==> config.mk <==
export PLATFORM = sky130hd
export DESIGN_NAME = unified_mem_arbiter
export DESIGN_NICKNAME = d
export VERILOG_FILES = /design/src/rtl/unified_mem_arbiter.sv
export SDC_FILE = /design/constraint.sdc
export NUM_CORES = 1
export LEC_CHECK = 0
export CAP_MARGIN = 10
export CORE_AREA = 2 2 104 106
export DETAILED_ROUTE_END_ITERATION = 10
export DIE_AREA = 0 0 106 108
export GPL_TIMING_DRIVEN = 0
export PLACE_DENSITY = 0.64
export SYNTH_ARGS = -nofsm -noshare
export SYNTH_HDL_FRONTEND = slang
export SYNTH_SLANG_ARGS = --single-unit
==> constraint.sdc <==
create_clock -name clk -period 4.4 [get_ports clk]
set_input_delay 1.32 -clock clk [delete_from_list [all_inputs] [get_ports clk]]
set_output_delay 1.32 -clock clk [all_outputs]
set_load 0.005 [all_outputs]
==> src/rtl/unified_mem_arbiter.sv <==
// unified_mem_arbiter: shares one single-ported memory between an instruction
// fetch port and a data port. One read may be outstanding at a time. Conflicts
// are resolved round-robin, and read data is steered back to the port that
// issued the read. A stall is raised while either port is waiting.
module unified_mem_arbiter #(
    parameter int AW      = 32,
    parameter int DW      = 32,
    parameter int MEM_LAT = 2
) (
    input  logic          clk,
    input  logic          rst,
    input  logic          i_req,
    input  logic [AW-1:0] i_addr,
    output logic          i_gnt,
    output logic          i_rvalid,
    output logic [DW-1:0] i_rdata,
    input  logic          d_req,
    input  logic          d_we,
    input  logic [AW-1:0] d_addr,
    input  logic [DW-1:0] d_wdata,
    output logic          d_gnt,
    output logic          d_rvalid,
    output logic [DW-1:0] d_rdata,
    output logic          m_en,
    output logic          m_we,
    output logic [AW-1:0] m_addr,
    output logic [DW-1:0] m_wdata,
    input  logic [DW-1:0] m_rdata,
    output logic          stall
);

    typedef enum logic {
        IDLE = 1'b0,
        BUSY = 1'b1
    } state_t;

    state_t     r_state, w_state_nxt;
    logic [3:0] r_cnt, w_cnt_nxt;
    logic       r_last, w_last_nxt;     // port granted last: 0 = instruction, 1 = data
    logic       r_owner, w_owner_nxt;   // port owning the outstanding read: 0 = instruction, 1 = data

    logic w_ret;        // outstanding read returns this cycle
    logic w_free;       // a new command may be issued this cycle
    logic w_gi;
    logic w_gd;
    logic w_rd_gnt;     // the command issued this cycle is a read

    // Arbitration, memory command mux, read return steering, next-state logic
    always_comb begin
        w_state_nxt = r_state;
        w_cnt_nxt   = r_cnt;
        w_last_nxt  = r_last;
        w_owner_nxt = r_owner;

        w_ret    = (r_state == BUSY) && (r_cnt == 4'd0);
        // Every output is forced low while reset is held, even with requests pending.
        w_free   = rst && ((r_state == IDLE) || w_ret);
        w_gi     = w_free && i_req && (!d_req || r_last);
        w_gd     = w_free && d_req && (!i_req || !r_last);
        w_rd_gnt = w_gi || (w_gd && !d_we);

        i_gnt    = w_gi;
        d_gnt    = w_gd;
        m_en     = w_gi || w_gd;
        m_we     = w_gd && d_we;
        m_addr   = '0;
        m_wdata  = '0;
        if (w_gd) begin
            m_addr  = d_addr;
            m_wdata = d_wdata;
        end else if (w_gi) begin
            m_addr  = i_addr;
        end

        i_rvalid = rst && w_ret && !r_owner;
        d_rvalid = rst && w_ret && r_owner;
        i_rdata  = i_rvalid ? m_rdata : '0;
        d_rdata  = d_rvalid ? m_rdata : '0;

        // A read counts as pending from its grant cycle until (not including) its return cycle.
        stall = rst && ((i_req && !w_gi) || (d_req && !w_gd) || w_rd_gnt
                        || ((r_state == BUSY) && !w_ret));

        if (r_state == BUSY) begin
            if (r_cnt != 4'd0) begin
                w_cnt_nxt = r_cnt - 4'd1;
            end else begin
                w_state_nxt = IDLE;
            end
        end
        // A grant in the return cycle overrides the return-to-IDLE above (back-to-back reads).
        if (w_gi || w_gd) begin
            w_last_nxt = w_gd;
            if (w_rd_gnt) begin
                w_state_nxt = BUSY;
                w_cnt_nxt   = 4'(MEM_LAT - 1);
                w_owner_nxt = w_gd;
            end
        end
    end

    // State, latency counter, round-robin pointer and read owner registers
    always_ff @(posedge clk or negedge rst) begin
        if (!rst) begin
            r_state <= IDLE;
            r_cnt   <= 4'd0;
            r_last  <= 1'b0;
            r_owner <= 1'b0;
        end else begin
            r_state <= w_state_nxt;
            r_cnt   <= w_cnt_nxt;
            r_last  <= w_last_nxt;
            r_owner <= w_owner_nxt;
        end
    end

endmodule

==> impl_metrics.py, run 1 <==
metrics = {
    "setup_path": {
        "cpMostUsedCell": "buf_6",
        "worstPathCellList": "buf_6, inv_2, or4_4, nor2_4, buf_6, and2_1, clkdlybuf4s50_1",
        "cp_top_family": "buffers and inverters",
        "crit_slowest_cell": "clkdlybuf4s50_1",
        "crit_buf_inv": 4,
        "cp.depth": 7,
        "required_ns": 3.08,
        "end_kind": "primary output",
        "worstRegToRegCells": 7,
        "cpPeakStageDelay_ns": 0.53,
        "crit_fanout": 10,
        "reg2reg_slack_ns": 2.50,
        "worst_ep_arrival_time_ns": 2.98,
        "worstReg2RegStart": "r_cnt[0]$_DFF_PN0_",
        "worstSetupPathType": "input port to primary output",
        "worst_setup_path_start_kind": "input port",
        "rr_endpoint": "r_last$_DFFE_PN0N_",
    },
    "drt": {
        "drtPass1Iterations": 4,
        "vias": 2639,
        "ant_nets": 0,
        "vias_per_cell": 4.13,
        "drc_errors": 0,
        "wl_per_cell_um": 14.2,
        "drtIter0Drc": 144,
        "wirelength_um": 9080,
    },
    "timing": {
        "worst_slew_pin_slew_ns": 0.435,
        "fmax_mhz": 232,
        "rsz0062_at_grt": "no",
        "relSlewSlack": 0.710,
        "skew_ns": 0.00429,
        "setup_viol_count_final": 0,
        "drv_slew": 0,
        "hold_violations": 0,
        "min_period_ns": 4.30,
        "period_share": 0.978,
        "hold_ws_ns": 0.559,
    },
    "run": {
        "cap_violations": 0,
    },
    "pwr": {
        "p_int_mw": 0.665,
        "clockPowerShare": 0.085,
        "p_leak_nw": 1.76,
        "peakVddDrop_v": 0.000108,
        "seq_power_share": 0.119,
        "combPwrFrac": 0.795,
        "power_density_nw_per_um2": 233,
        "p_total_mw": 1.05,
        "switching_share": 0.364,
        "power_switching_mw": 0.381,
    },
    "worst_hold_path": {
        "hold-path-endpoint": "r_cnt[1]$_DFF_PN0_",
        "hold_path.class": "flop to flop",
        "min_from": "r_cnt[1]$_DFF_PN0_",
        "hold_path_depth": 2,
    },
    "place": {
        "place.gp.congestion": 0.776,
        "place_inst": 632,
        "dp_hpwl_um": 8060,
        "io_buffers": 267,
    },
    "layout": {
        "instances_no_fill": 639,
        "drive_gt1_frac": 0.0676,
        "multi_input_area_sq_um": 1220,
        "final_nets": 638,
        "seq_area_sq_um": 175,
        "utilization": 0.439,
        "fillCellCount": 1027,
        "n_antenna_cell": 0,
        "area_delta_synth_final_pct": 195,
    },
    "clocking": {
        "cts_max_level": 1,
        "clock_sinks": 7,
        "holdBufCountCts": 0,
        "ctsLongestPathBuffers": 2,
        "cts_made_buffers": 3,
        "cts_root_buf": "clkbuf_8",
        "cts_tree": "done",
        "path_clk_slew_ns": 0.04,
        "clk_latency_ns": 0.23,
    },
    "global_routing": {
        "grt_pass1_vias": 2647,
        "grt_overflow": 0,
        "grt_max_degree": 11,
        "track_usage": 0.144,
        "grt_pass1_wl_um": 13400,
        "antenna_found_initial": 0,
    },
    "die": {
        "die_area_sq_um": 11400,
        "rows": 37,
        "coreArea_sq_um": 10200,
        "die_x_um": 106,
        "die_h_um": 108,
        "start_util": 0.149,
        "ios": 268,
    },
    "logic_synthesis": {
        "netlist_top_cells_area": "and2_1 (40%), a22oi_1 (16%), dfrtp_1 (12%), nor2_1 (8.9%), buf_6 (4.4%)",
        "synthFlopType": "dfrtp_1",
        "async_flop_share": 1.00,
        "synth.most_common_cell": "and2_1",
        "synth_top_area_cell": "and2_1",
        "netlist_instances": 229,
        "synth_top_area_frac": 0.403,
        "synth_area_per_cell_sq_um": 6.65,
        "synth_area_sq_um": 1520,
        "synthTopCellsByCount": "and2_1 (98), nor2_1 (36), a22oi_1 (32), clkbuf_1 (9)",
        "synth_cell_types": 26,
        "yosysSeqAreaShare": 0.115,
        "synth_nets": 363,
        "ys_warn_count": 0,
        "ys_ff_latch": 7,
        "synth_edf_count": 0,
    },
    "status": {
        "outcome": "complete, no violations",
    },
}
[state kept, by name, indices dropped and copies added (netlist names)]
register  count
r_cnt         4
r_last        1
r_owner       1
r_state       1
[metal layers]
metal | global-route usage | vias to the layer above | routed length [um]
met5 | 0 | - | 0
li1 | - | 1304 | -
met3 | 0.0494 | 2 | 1060
met2 | 0.278 | 162 | 4730
met1 | 0.154 | 1171 | 3270
met4 | 0.0216 | 0 | 24
[area by class of cell]
| class | instances | share of cell area |
|---|---|---|
| flip-flops and latches | 7 | 0.0390 |
| inverters | 6 | 0.00501 |
| plain buffers | 19 | 0.0340 |
| repair buffers | 271 | 0.604 |
| well taps | 136 | 0.0379 |
| clock buffers | 4 | 0.0100 |
| multi-input cells | 196 | 0.271 |
[worst reg2reg max path: cells and delay by family, from the launching register on]
family          cells  cell delay (ns)
flops               1             0.36
fa+ha+maj           1             0.21
compound gates      3             0.46
buf+inv             2             0.35
simple gates        1             0.38
[worst max-delay path by stage]
stage,startpoint,end,slack [ns]
floorplan,rst,d_rdata[22],0.77
detailed placement,rst,d_rdata[19],-0.72
global placement,rst,d_rdata[19],-0.71
global route,rst,i_rdata[4],0.002
CTS,rst,i_rdata[5],0.04
finish,rst,d_rdata[19],0.1
[logic make-up after synthesis]
logic type,Yosys count,synth area share
XOR/XNOR,1,0.00575
flip-flops,7,0.115
adder cells (fa/ha/maj),1,0.00822
buffers and inverters,26,0.0978
AND/OR/NAND/NOR,148,0.560
AO/OA/AOI/OAI,46,0.214
[metrics by stage]
step / area (sq um) / TNS [ns] / setup WS [ns]
3_3_place_gp: 4370 / -68.49 / -0.706
6_report: 4500 / 0 / 0.0968
5_1_grt: 4500 / 0 / 0.00247
4_1_cts: 4490 / 0 / 0.0410
3_5_place_dp: 4370 / -70.43 / -0.720
2_1_floorplan: 1520 / 0 / 0.771
[timing repair]
| action | in CTS | in global routing |
|---|---|---|
| resized for setup | 30 | 2 |
| cloned | 1 | 0 |
| setup buffers | 3 | 0 |
| pin swaps | 5 | 1 |
| setup endpoints to repair | 133 | 11 |
[cell usage in the layout, fill, tap and decap left out, types with 2 or more instances in the layout]
cell             synthesis  final
clkbuf_1                 9      2
nand2b_1                 3      3
a22oi_1                 32     32
buf_2                    5      3
inv_1                    5      5
nor2_1                  36     36
clkdlybuf4s50_1          0    261
o21ai_0                  7      7
clkbuf_2                 0      3
clkbuf_8                 0      4
buf_4                    0      5
dlygate4sd2_1            0      4
nor2_4                   2      2
and2_1                  98     97
nand2_1                  2      2
a21oi_1                  3      3
dfrtp_1                  7      7
buf_6                    6      7
nor2b_1                  2      2
clkbuf_4                 0      3
[power groups by stage]
stage / Clock (mW) / Combinational [mW] / Sequential [mW]
2_1_floorplan: 0 / 0.340 / 0.116
3_3_place_gp: 0 / 0.807 / 0.121
3_5_place_dp: 0 / 0.809 / 0.123
4_1_cts: 0.0928 / 0.843 / 0.125
5_1_grt: 0.0965 / 0.911 / 0.130
6_report: 0.0894 / 0.832 / 0.125
(Power assumes the default switching activity.)
==> run 2: changes to the inputs <==
--- a/config.mk
+++ b/config.mk
@@ -6,11 +6,12 @@
 export NUM_CORES = 1
 export LEC_CHECK = 0
 export CAP_MARGIN = 10
-export CORE_AREA = 2 2 104 106
+export CORE_AREA = 10 10 95 97
 export DETAILED_ROUTE_END_ITERATION = 10
-export DIE_AREA = 0 0 106 108
+export DIE_AREA = 0 0 105 107
 export GPL_TIMING_DRIVEN = 0
-export PLACE_DENSITY = 0.64
+export PLACE_DENSITY = 0.86
+export SLEW_MARGIN = 15
 export SYNTH_ARGS = -nofsm -noshare
 export SYNTH_HDL_FRONTEND = slang
 export SYNTH_SLANG_ARGS = --single-unit
==> run 2 against run 1 <==
Against the previous run: global-route usage is 3.4 points higher; sequential share of layout area is 0.054 points higher; non-clock buffer count up 1; clock power increased by 3.1%.
==> impl_metrics.py, run 2 (synthesis results as in run 1) <==
metrics = {
    "status": {
        "outcome": "complete, no violations",
    },
    "drt": {
        "wl_per_cell_um": 18.4,
        "wirelength_um": 11100,
        "vias_per_cell": 4.44,
        "drtPass1Iterations": 4,
        "drtIter0Drc": 110,
        "ant_nets": 0,
        "drc_errors": 0,
        "vias": 2678,
    },
    "layout": {
        "n_antenna_cell": 0,
        "regMostFlops": "r_cnt",
        "layout_commonest_cell": "clkdlybuf4s50_1",
        "final_nets": 639,
        "final_cell_mix": "clkdlybuf4s50_1 (258), and2_1 (97), nor2_1 (36), a22oi_1 (32), dlygate4sd2_1 (8)",
        "largest_reg_flops": 4,
        "area_delta_synth_final_pct": 191,
        "drive_gt1_frac": 0.0694,
        "instances_no_fill": 603,
        "fillCellCount": 651,
        "utilization": 0.621,
    },
    "timing": {
        "relSlewSlack": 0.683,
        "fmax_mhz": 231,
        "setup_slack_ns": 0.0741,
        "hold_violations": 0,
        "rsz0062_at_grt": "yes",
        "setup_viol_count_final": 0,
        "drv_slew": 0,
        "setup_tns_ns": 0,
        "worst_slew_pin_slew_ns": 0.475,
        "min_period_ns": 4.33,
        "period_share": 0.983,
        "skew_ns": 0.000301,
    },
    "clocking": {
        "ctsLongestPathBuffers": 2,
        "clk_latency_ns": 0.23,
        "holdBufCountCts": 0,
        "cts_max_level": 1,
        "path_clk_slew_ns": 0.04,
        "cts_made_buffers": 3,
        "cts_root_buf": "clkbuf_8",
        "clock_sinks": 7,
        "cts_tree": "done",
    },
    "setup_path": {
        "rr_endpoint": "r_last$_DFFE_PN0N_",
        "reg2reg_slack_ns": 2.43,
        "worst_ep_arrival_time_ns": 3.01,
        "end_kind": "primary output",
        "required_ns": 3.08,
        "crit_fanout": 10,
        "worstReg2RegStart": "r_cnt[0]$_DFF_PN0_",
        "worst_setup_path_start_kind": "input port",
        "worstSetupPathType": "input port to primary output",
        "worstRegToRegCells": 7,
    },
    "pwr": {
        "switching_share": 0.376,
        "p_leak_nw": 1.76,
        "power_density_nw_per_um2": 239,
        "clockPowerShare": 0.087,
        "p_total_mw": 1.06,
        "peakVddDrop_v": 0.000141,
        "p_int_mw": 0.662,
        "seq_power_share": 0.118,
        "combPwrFrac": 0.796,
        "power_switching_mw": 0.399,
    },
    "global_routing": {
        "grt_pass1_vias": 2869,
        "grt.busiest_layer": "met2",
        "grt_pass1_wl_um": 16200,
        "use_met2": 0.358,
        "grt_use_met1": 0.157,
        "grt_max_degree": 11,
        "antenna_found_initial": 0,
        "track_usage": 0.178,
        "grt_use_met3": 0.0808,
        "grt_overflow": 0,
    },
    "die": {
        "ios": 268,
        "start_util": 0.213,
        "die_x_um": 105,
        "rows": 31,
        "die_area_sq_um": 11200,
        "die_h_um": 107,
        "coreArea_sq_um": 7140,
    },
    "worst_hold_path": {
        "hold-path-endpoint": "r_cnt[1]$_DFF_PN0_",
        "hold_path_depth": 2,
        "min_from": "r_cnt[1]$_DFF_PN0_",
        "hold_path.class": "flop to flop",
    },
    "run": {
        "cap_violations": 0,
    },
    "place": {
        "place_inst": 595,
        "place.gp.congestion": 0.782,
        "io_buffers": 267,
        "post-place-ws_ns": -0.707,
        "dp_hpwl_um": 10100,
    },
}
-- run 2: critical path: stages --
cell and delay (ns):
buf_6 0.12, inv_2 0.06, or4_4 0.46, nor2_4 0.20, buf_2 0.20, and2_1 0.14
clkdlybuf4s50_1 0.50
-- run 2: layout make-up --
cell class / instances / area, sq um / share of cell area
plain buffers: 19 / 156 / 0.0353
clock buffers: 4 / 45.0 / 0.0102
inverters: 6 / 22.5 / 0.00508
multi-input cells: 196 / 1210 / 0.274
well taps: 99 / 124 / 0.0279
repair buffers: 272 / 2700 / 0.608
flip-flops and latches: 7 / 175 / 0.0395
-- run 2: how the worst max path moves through the flow --
stage	to	cells after the start	start	slack (ns)
floorplan	d_rdata[22]	5	rst	0.77
global placement	d_rdata[4]	7	rst	-0.67
detailed placement	i_rdata[12]	7	rst	-0.71
CTS	i_rdata[14]	7	rst	0.02
global route	i_rdata[20]	7	rst	-0.03
finish	i_rdata[16]	7	rst	0.07
-- run 2: repair_timing --
action,in CTS,in global routing
cloned,2,0
endpoints found under the setup margin,133,16
gates resized for setup,32,0
pin swaps,5,1
buffers inserted,2,1
-- run 2: metrics by stage --
stage	hold slack [ns]	instance area [sq um]
global route	0.594	4430
CTS	0.545	4430
finish	0.548	4430
detailed placement	0.539	4320
global placement	0.536	4320
floorplan	0.505	1520
-- run 2: power by group through the flow --
stage | Clock, mW | Sequential [mW] | Combinational [mW]
3_5_place_dp | 0 | 0.124 | 0.826
4_1_cts | 0.0923 | 0.125 | 0.852
6_report | 0.0922 | 0.125 | 0.844
3_3_place_gp | 0 | 0.120 | 0.804
2_1_floorplan | 0 | 0.116 | 0.340
5_1_grt | 0.0945 | 0.131 | 0.922
-- run 2: per-layer routing --
layer,wire length [um],part of all wire,vias to the layer above
met5,0,0,-
met4,159,0.014,0
met3,1280,0.12,10
met2,5970,0.54,172
met1,3670,0.33,1190
li1,-,-,1306
==> run 3: changes to the inputs <==
--- a/config.mk
+++ b/config.mk
@@ -7,6 +7,7 @@
 export LEC_CHECK = 0
 export CAP_MARGIN = 10
 export CORE_AREA = 10 10 95 97
+export CTS_CLUSTER_DIAMETER = 100
 export DETAILED_ROUTE_END_ITERATION = 10
 export DIE_AREA = 0 0 105 107
 export GPL_TIMING_DRIVEN = 0
==> results of run 3 <==
No change in the layout: final DEF, timing and power equal those of run 2.
